$ cat src/rtl/aw_seq_tagger.sv
// aw_seq_tagger
//   Initiator-side write-address tagger for a single master ID. Each accepted
//   AW request is stamped with {seq, ID} and held in a one-entry registered
//   slice. The block watches the B channel and retires tagged transactions
//   strictly in allocation order. An out-of-order or unexpected response for
//   this ID produces a one-cycle seq_err pulse.
//
// Ports
//   clk, reset           clock; synchronous active-high reset
//   s_awvalid/s_awready  upstream AW handshake
//   s_awpayload          opaque upstream AW payload
//   m_awvalid/m_awready  downstream AW handshake (registered valid)
//   m_awid               {seq, ID} tag of the request in the slice
//   m_awpayload          registered payload
//   bid/bvalid/bready    monitored write-response channel
//   outstanding          allocated, unretired transaction count
//   full, empty          outstanding == MAX_OUT / outstanding == 0
//   seq_err              registered one-cycle response violation pulse
module aw_seq_tagger #(
    parameter int unsigned         ID_width      = 2,
    parameter logic [ID_width-1:0] ID            = '0,
    parameter int unsigned         seq_width     = 4,
    parameter int unsigned         MAX_OUT       = 8,
    parameter int unsigned         PAYLOAD_width = 64
) (
    input  logic                          clk,
    input  logic                          reset,
    input  logic                          s_awvalid,
    output logic                          s_awready,
    input  logic [PAYLOAD_width-1:0]      s_awpayload,
    output logic                          m_awvalid,
    input  logic                          m_awready,
    output logic [ID_width+seq_width-1:0] m_awid,
    output logic [PAYLOAD_width-1:0]      m_awpayload,
    input  logic [ID_width+seq_width-1:0] bid,
    input  logic                          bvalid,
    input  logic                          bready,
    output logic [seq_width:0]            outstanding,
    output logic                          full,
    output logic                          empty,
    output logic                          seq_err
);

    localparam logic [seq_width:0]   LP_MAX_OUT = (seq_width+1)'(MAX_OUT);
    localparam logic [seq_width:0]   LP_CNT_ONE = (seq_width+1)'(1);
    localparam logic [seq_width-1:0] LP_SEQ_ONE = seq_width'(1);

    logic                          r_awvalid;
    logic [ID_width+seq_width-1:0] r_awid;
    logic [PAYLOAD_width-1:0]      r_awpayload;
    logic [seq_width-1:0]          r_next_seq;
    logic [seq_width-1:0]          r_oldest_seq;
    logic [seq_width:0]            r_outstanding;
    logic                          r_seq_err;

    logic                          w_full;
    logic                          w_empty;
    logic                          w_awready;
    logic                          w_accept;
    logic                          w_id_hit;
    logic [seq_width-1:0]          w_bseq;
    logic                          w_retire;
    logic                          w_err;

    assign w_full    = (r_outstanding == LP_MAX_OUT);
    assign w_empty   = (r_outstanding == '0);

    // Ready ignores s_awvalid; a retire in the same cycle does not reopen a full window.
    assign w_awready = (!r_awvalid || m_awready) && !w_full;
    assign w_accept  = s_awvalid && w_awready;

    assign w_id_hit  = bvalid && bready && (bid[ID_width-1:0] == ID);
    assign w_bseq    = bid[ID_width+seq_width-1:ID_width];
    assign w_retire  = w_id_hit && !w_empty && (w_bseq == r_oldest_seq);
    assign w_err     = w_id_hit && (w_empty || (w_bseq != r_oldest_seq));

    // Output slice: load on accept, drop valid only on a drain without a refill.
    always_ff @(posedge clk) begin
        if (reset) begin
            r_awvalid   <= 1'b0;
            r_awid      <= '0;
            r_awpayload <= '0;
        end else if (w_accept) begin
            r_awvalid   <= 1'b1;
            r_awid      <= {r_next_seq, ID};
            r_awpayload <= s_awpayload;
        end else if (r_awvalid && m_awready) begin
            r_awvalid   <= 1'b0;
        end
    end

    always_ff @(posedge clk) begin
        if (reset) begin
            r_next_seq    <= '0;
            r_oldest_seq  <= '0;
            r_outstanding <= '0;
            r_seq_err     <= 1'b0;
        end else begin
            r_seq_err <= w_err;
            if (w_accept) begin
                r_next_seq <= r_next_seq + LP_SEQ_ONE;
            end
            if (w_retire) begin
                r_oldest_seq <= r_oldest_seq + LP_SEQ_ONE;
            end
            unique case ({w_accept, w_retire})
                2'b10:   r_outstanding <= r_outstanding + LP_CNT_ONE;
                2'b01:   r_outstanding <= r_outstanding - LP_CNT_ONE;
                default: r_outstanding <= r_outstanding;
            endcase
        end
    end

    assign s_awready   = w_awready;
    assign m_awvalid   = r_awvalid;
    assign m_awid      = r_awid;
    assign m_awpayload = r_awpayload;
    assign outstanding = r_outstanding;
    assign full        = w_full;
    assign empty       = w_empty;
    assign seq_err     = r_seq_err;

endmodule

$ cat config.mk
export PLATFORM = sky130hd
export DESIGN_NAME = aw_seq_tagger
export DESIGN_NICKNAME = d
export VERILOG_FILES = /design/src/rtl/aw_seq_tagger.sv
export SDC_FILE = /design/constraint.sdc
export NUM_CORES = 1
export LEC_CHECK = 0
export ABC_CLOCK_PERIOD_IN_PS = 4850
export CAP_MARGIN = 10
export CORE_ASPECT_RATIO = 0.75
export CORE_MARGIN = 2
export CORE_UTILIZATION = 41
export DETAILED_ROUTE_END_ITERATION = 12
export PLACE_DENSITY = 0.88
export SYNTH_ARGS = -nofsm -noshare
export SYNTH_HDL_FRONTEND = slang
export SYNTH_SLANG_ARGS = --single-unit
$ cat constraint.sdc
create_clock -name clk -period 4.85 [get_ports clk]
set_clock_uncertainty 0.2 [all_clocks]
set_input_delay 1.455 -clock clk [delete_from_list [all_inputs] [get_ports clk]]
set_output_delay 1.455 -clock clk [all_outputs]
set_load 0.01 [all_outputs]
==> flow_summary_export.csv, run 1 <==
group,metric,value,unit
placement,gp_congestion,0.8515,
clock_network,cts_buffer_depth,2,
worst_setup_path,worstPathMaxFanout,3,
power_and_ir_drop,finalPower,1526,uW
die,core_area,0.007777,sq mm
worst_setup_path,cp_num_cells,4,
timing,min_period_over_period,0.9055,
synthesis,synth_edf_count,0,
worst_setup_path,crit_family,"buffers and inverters",
hold_path,hp-class,"reg -> reg",
clock_network,hold_buffers,0,
drt,ant_nets,0,
global_routing,grt_pass1_vias,2999,
synthesis,avgSynthCellArea,8.116,sq um
placement,dp_hpwl,5872,um
synthesis,synth_top_family_by_area,"simple AND/OR/NAND/NOR gates",
power_and_ir_drop,p_leak,0.001884,uW
hold_path,min_path_cells,2,
synthesis,synth-seq-cells,83,
clock_network,clkSinkCount,83,
drt,wl_per_cell,12.90,um
clock_network,clk_latency,340,ps
layout,drive_above_1_share,0.05302,
drt,drt-pass1-iter-count,6,
global_routing,grt_start_max_net_pins,73,
global_routing,grt_overflow,0,
die,die_y,81.16,um
layout,syn2layout_area_growth,53.29,%
synthesis,synthTopCellsByCount,"nand2_1 (140), dfxtp_1 (83), a21oi_1 (75)",
global_routing,grt.total_usage,0.1936,
synthesis,synth-xor-area-share,0.01884,
layout,final_core_util,0.6414,
clock_network,clk_pin_slew_worst_paths,80,ps
drt,drc_errors,0,
drt,routed_via_density,4.813,
timing,max_freq,227.7,MHz
worst_setup_path,startpoint_type,"input pin",
worst_setup_path,cpMostUsedCell,"clkdlybuf4s50_1",
worst_setup_path,slowest_stage,"clkdlybuf4s50_1",
worst_setup_path,reg2reg_depth,10,
synthesis,yosys_warnings,0,
synthesis,syn_inst,401,
clock_network,root_buffer,"clkbuf_8",
run_status,status,"finished clean",
synthesis,post-synth-top-count-cell,"nand2_1",
timing,setup_viol,0,
timing,setup-tns-final,0,ps
synthesis,synth_ff_type,"dfxtp_1",
worst_setup_path,required,3190,ps
synthesis,async_flop_share,0,
global_routing,grt_pass1_wl,13430,um
die,start_util,0.4184,
power_and_ir_drop,power-per-cell-area,306.0,mW/mm^2
synthesis,ys_top_cells_by_area,"dfxtp_1 (51%), nand2_1 (16%), a21oi_1 (12%), buf_6 (2.8%), ha_1 (2.3%)",
synthesis,synthAdderAreaFrac,0.02922,
drt,drt_iter0_drc,139,
synthesis,synth.yosys.seq_area_share,0.5106,
job,cap_violations,0,
worst_setup_path,cp.buffers_inverters,2,
timing,rsz0062_at_grt,"false",
layout,seqCellArea,0.001662,sq mm
layout,nFillCells,674,
timing,hold_viol_final,0,
die,die_area,0.008673,sq mm
clock_network,cts_resized,0,
die,ios,156,
drt,finalWirelength,8411,um
worst_setup_path,cp-end-kind,"primary output",
drt,route.vias.total,3138,
synthesis,synth_area_leader_cell,"dfxtp_1",
synthesis,synth.area.mux_share,0.01999,
placement,port_buffers,153,
timing,max_slew_margin,0.2155,
global_routing,antenna_found_initial,0,
power_and_ir_drop,peakVddDrop,0.1802,mV
layout,antennaDiodeCount,0,
timing,layout_setup_ws,458.3,ps
clock_network,htree_levels,3,
synthesis,synth-compound-area-share,0.1311,
worst_setup_path,max_stage_delay,540,ps
synthesis,netlist_area,0.003254,sq mm
layout,nets,625,
die,die_w,106.9,um
timing,maxSlewViolCount,0,
timing,worst_slew_pin_slew,1177,ps
worst_setup_path,arrival,2740,ps
clock_network,cts_setup_buffers,0,
timing,period_minus_slack,4392,ps
clock_network,cts_tree,"built",
worst_setup_path,crit_chain,"clkdlybuf4s50_1, nand2b_1, nor2b_1, clkdlybuf4s50_1",
synthesis,synth-simple-area-share,0.2272,
synthesis,ys_types,32,
clock_network,numCtsBuffers,9,
synthesis,synth_top_area_frac,0.5106,
worst_setup_path,crit_type,"in -> out",
placement,pre_cts_ws,347.9,ps
die,rows,28,
layout,multi_input_area,0.001395,sq mm
## worst paths after layout
kind	to	startpoint	slack, ps
max	s_awready	m_awready	460
min	m_awpayload[9]	m_awpayload[9]	250
max reg2reg	outstanding[4]	outstanding[0]	1640
min reg2reg	m_awpayload[9]	m_awpayload[9]	250
## power by group
group | internal [uW] | total [uW] | switching [uW]
registers | 718 | 738 | 20.7
logic | 144 | 253 | 110
clock network | 291 | 535 | 244
total | 1150 | 1530 | 374
## metrics by stage
stage	area [sq um]	hold WS, ps	std cells
after floorplan	3258	246.0	402
after global placement	4772	240.4	636
after detailed placement	4772	246.2	636
after CTS	4989	259.0	652
after global routing	4989	279.4	652
final	4989	254.4	652
## area by class of cell
class                   count  share of cell area
flip-flops and latches     83              0.3331
clock inverters             6             0.01781
multi-input cells         285              0.2797
repair buffers            157              0.3120
inverters                   6            0.005518
well taps                 105             0.02634
clock buffers              10             0.02558
## worst register-to-register path: stages, from the launching register on
cell and delay (ps):
dfxtp_1 360, or4_4 560, o211a_2 300, clkinv_4 50
ha_1 260, inv_1 110, fa_1 400, nand2b_1 160
a21oi_1 160, mux2i_1 210, mux2_2 340
## registers in the layout, summed over array words and instances, names as in the netlist
| name | flops |
|---|---|
| outstanding | 5 |
| r_next_seq | 4 |
| m_awid | 4 |
| r_oldest_seq | 4 |
| m_awpayload | 64 |
| seq_err | 1 |
| m_awvalid | 1 |
## cell usage in the layout, fill, tap and decap left out, types with 3 or more instances in the layout
cell / n
nand2b_1: 5
a21oi_1: 75
nand3_1: 3
nor2_1: 20
clkdlybuf4s50_1: 152
nor2b_1: 5
ha_1: 6
dfxtp_1: 83
buf_4: 4
inv_1: 5
nor4_1: 3
mux2_2: 4
clkbuf_8: 9
nand2_1: 140
nor3_1: 3
xnor2_1: 5
## per-layer routing
layer  up-vias  routed length [um]  part of all wire  GRT usage
met5         -                   0                 0          0
met4         0                 110             0.013    0.04675
met3        12                 801             0.095    0.08989
met2       125                3905              0.46     0.3325
met1      1429                3594              0.43     0.2217
li1       1572                   -                 -          -
## cells by family (layout without fill, tap and decap cells)
family,after synthesis,after routing
AO/OA/AOI/OAI,81,81
XOR/XNOR,7,7
adder cells (fa/ha/maj),7,7
buffers and inverters,34,179
flip-flops,83,83
multiplexers,6,6
other,1,2
AND/OR/NAND/NOR,182,182
Power figures use the tool's default switching activity.
==> run 2: changes to the inputs <==
--- a/config.mk
+++ b/config.mk
@@ -8,10 +8,11 @@
 export ABC_CLOCK_PERIOD_IN_PS = 4850
 export CAP_MARGIN = 10
 export CORE_ASPECT_RATIO = 0.75
-export CORE_MARGIN = 2
-export CORE_UTILIZATION = 41
+export CORE_MARGIN = 5
+export CORE_UTILIZATION = 42
 export DETAILED_ROUTE_END_ITERATION = 12
-export PLACE_DENSITY = 0.88
+export DONT_BUFFER_PORTS = 1
+export PLACE_DENSITY = 0.63
 export SYNTH_ARGS = -nofsm -noshare
 export SYNTH_HDL_FRONTEND = slang
 export SYNTH_SLANG_ARGS = --single-unit
==> flow_summary_export.csv, run 2 (synthesized netlist as in run 1, its figures left out) <==
group,metric,value,unit
worst_setup_path,required,4880,ps
drt,wl_per_cell,14.76,um
timing,setup-tns-final,0,ps
die,ios,156,
drt,finalWirelength,7276,um
timing,maxSlewViolCount,0,
global_routing,grt_start_max_net_pins,92,
drt,ant_nets,0,
drt,routed_via_density,5.055,
layout,layout_commonest_cell,"nand2_1",
power_and_ir_drop,p_leak,0.001312,uW
hold_path,holdPathEnd,"m_awid[5]",
layout,final_cell_mix,"nand2_1 (140), dfxtp_1 (83), a21oi_1 (75), nor2_1 (20), clkbuf_8 (10)",
layout,nets,470,
worst_setup_path,cp.buffers_inverters,1,
placement,dp_hpwl,4899,um
run_status,status,"finished clean",
layout,fin_cells,493,
global_routing,grt_overflow,0,
worst_setup_path,crit_family,"adder cells",
die,die_area,0.009627,sq mm
timing,min_period_over_period,0.8053,
layout,nFillCells,749,
die,core_area,0.007432,sq mm
placement,port_buffers,0,
drt,drt_iter0_drc,159,
hold_path,min_path_cells,2,
hold_path,hp-class,"reg -> reg",
worst_setup_path,cp-end-kind,"flip-flop",
clock_network,cts_buffer_depth,2,
global_routing,grt.total_usage,0.1480,
layout,syn2layout_area_growth,6.075,%
power_and_ir_drop,peakVddDrop,0.1689,mV
drt,drc_errors,0,
clock_network,clk_latency,340,ps
clock_network,htree_levels,3,
worst_setup_path,startpoint_type,"input pin",
placement,gp_congestion,0.7155,
clock_network,cts_tree,"built",
timing,rsz0062_at_grt,"false",
job,cap_violations,0,
hold_path,min_from,"r_next_seq[3]",
layout,antennaDiodeCount,0,
clock_network,clkSinkCount,83,
worst_setup_path,slowest_stage,"nor3_1",
clock_network,root_buffer,"clkbuf_8",
timing,max_slew_margin,0.5036,
global_routing,grt_pass1_vias,2299,
timing,period_minus_slack,3906,ps
worst_setup_path,crit_type,"in -> reg",
timing,hold_viol_final,0,
power_and_ir_drop,power-per-cell-area,406.7,mW/mm^2
layout,seqCellArea,0.001662,sq mm
timing,max_freq,256.0,MHz
die,die_w,111.6,um
clock_network,cts_resized,0,
worst_setup_path,regToRegEndpoint,"outstanding[4]",
die,start_util,0.4379,
clock_network,hold_buffers,0,
worst_setup_path,reg2reg_from,"outstanding[0]",
timing,worst_slew_pin_slew,744.6,ps
clock_network,cts_setup_buffers,0,
timing,setup_viol,0,
layout,multi_input_area,0.001395,sq mm
layout,drive_above_1_share,0.06633,
layout,largest_reg_flops,64,
drt,route.vias.total,2492,
worst_setup_path,arrival,3940,ps
clock_network,numCtsBuffers,9,
placement,dp.cells,477,
worst_setup_path,worstPathMaxFanout,5,
die,die_y,86.23,um
worst_setup_path,reg2reg_depth,10,
worst_setup_path,rrSetupSlack,1520,ps
worst_setup_path,crit_chain,"xnor2_1, o211ai_1, nor3_1, ha_1, inv_1, fa_1, nand2b_1, a21oi_1, mux2i_1, mux2_2",
global_routing,antenna_found_initial,0,
drt,drt-pass1-iter-count,4,
worst_setup_path,max_stage_delay,430,ps
clock_network,clk_pin_slew_worst_paths,80,ps
die,rows,27,
global_routing,grt_pass1_wl,11760,um
==> run 2: through the flow <==
step | cell area [sq um] | hold WS (ps) | setup slack (ps) | power, uW | util
global placement | 3226 | 256.5 | 754.3 | 866.4 | 0.4340
CTS | 3452 | 276.5 | 956.9 | 1430 | 0.4645
floorplan | 3258 | 246.0 | 924.2 | 865.1 | -
finish | 3452 | 274.7 | 944.4 | 1404 | 0.4645
detailed placement | 3226 | 263.2 | 589.2 | 871.8 | 0.4340
global route | 3452 | 316.2 | 805.9 | 1481 | 0.4645
==> run 2: worst max-delay path by stage <==
stage            from        endpoint  slack [ps]  cells after the start
2_1_floorplan  bid[4]  outstanding[4]         920                     10
3_3_place_gp   bid[4]  outstanding[4]         750                     10
3_5_place_dp   bid[4]  outstanding[4]         590                     10
4_1_cts        bid[4]  outstanding[4]         960                     10
5_1_grt        bid[2]  outstanding[4]         810                     10
6_report       bid[4]  outstanding[4]         940                     10
==> run 2: area by class of cell <==
class	instances	share of cell area
timing repair buffer	2	0.004349
tap	101	0.03661
multi-input combinational	285	0.4041
sequential	83	0.4813
clock buffer	11	0.04096
clock inverter	5	0.02465
inverter	6	0.007974
==> run 2: power breakdown <==
group / internal (uW) / total, uW / leakage, uW / switching [uW]
clock: 307 / 551 / 0.000110 / 244
sequential: 718 / 762 / 0.000681 / 43.8
combinational: 33.9 / 91.1 / 0.000521 / 57.2
total: 1060 / 1400 / 0.00131 / 345
==> run 2: metal layers <==
layer  up-vias  global-route usage  share of wire
li1       1263                   -              -
met1      1112              0.1758           0.42
met2       107              0.2296           0.45
met3        10             0.07606           0.11
met4         0             0.05746          0.013
met5         -                   0              0
==> run 2: worst register-to-register path, cell delays in order, from the launching register on <==
cell and delay, ps:
dfxtp_1 480, or4_4 210, o211ai_1 140, nor3_1 430, ha_1 350, inv_1 100
fa_1 410, nand2b_1 160, a21oi_1 170, mux2i_1 230, mux2_2 350
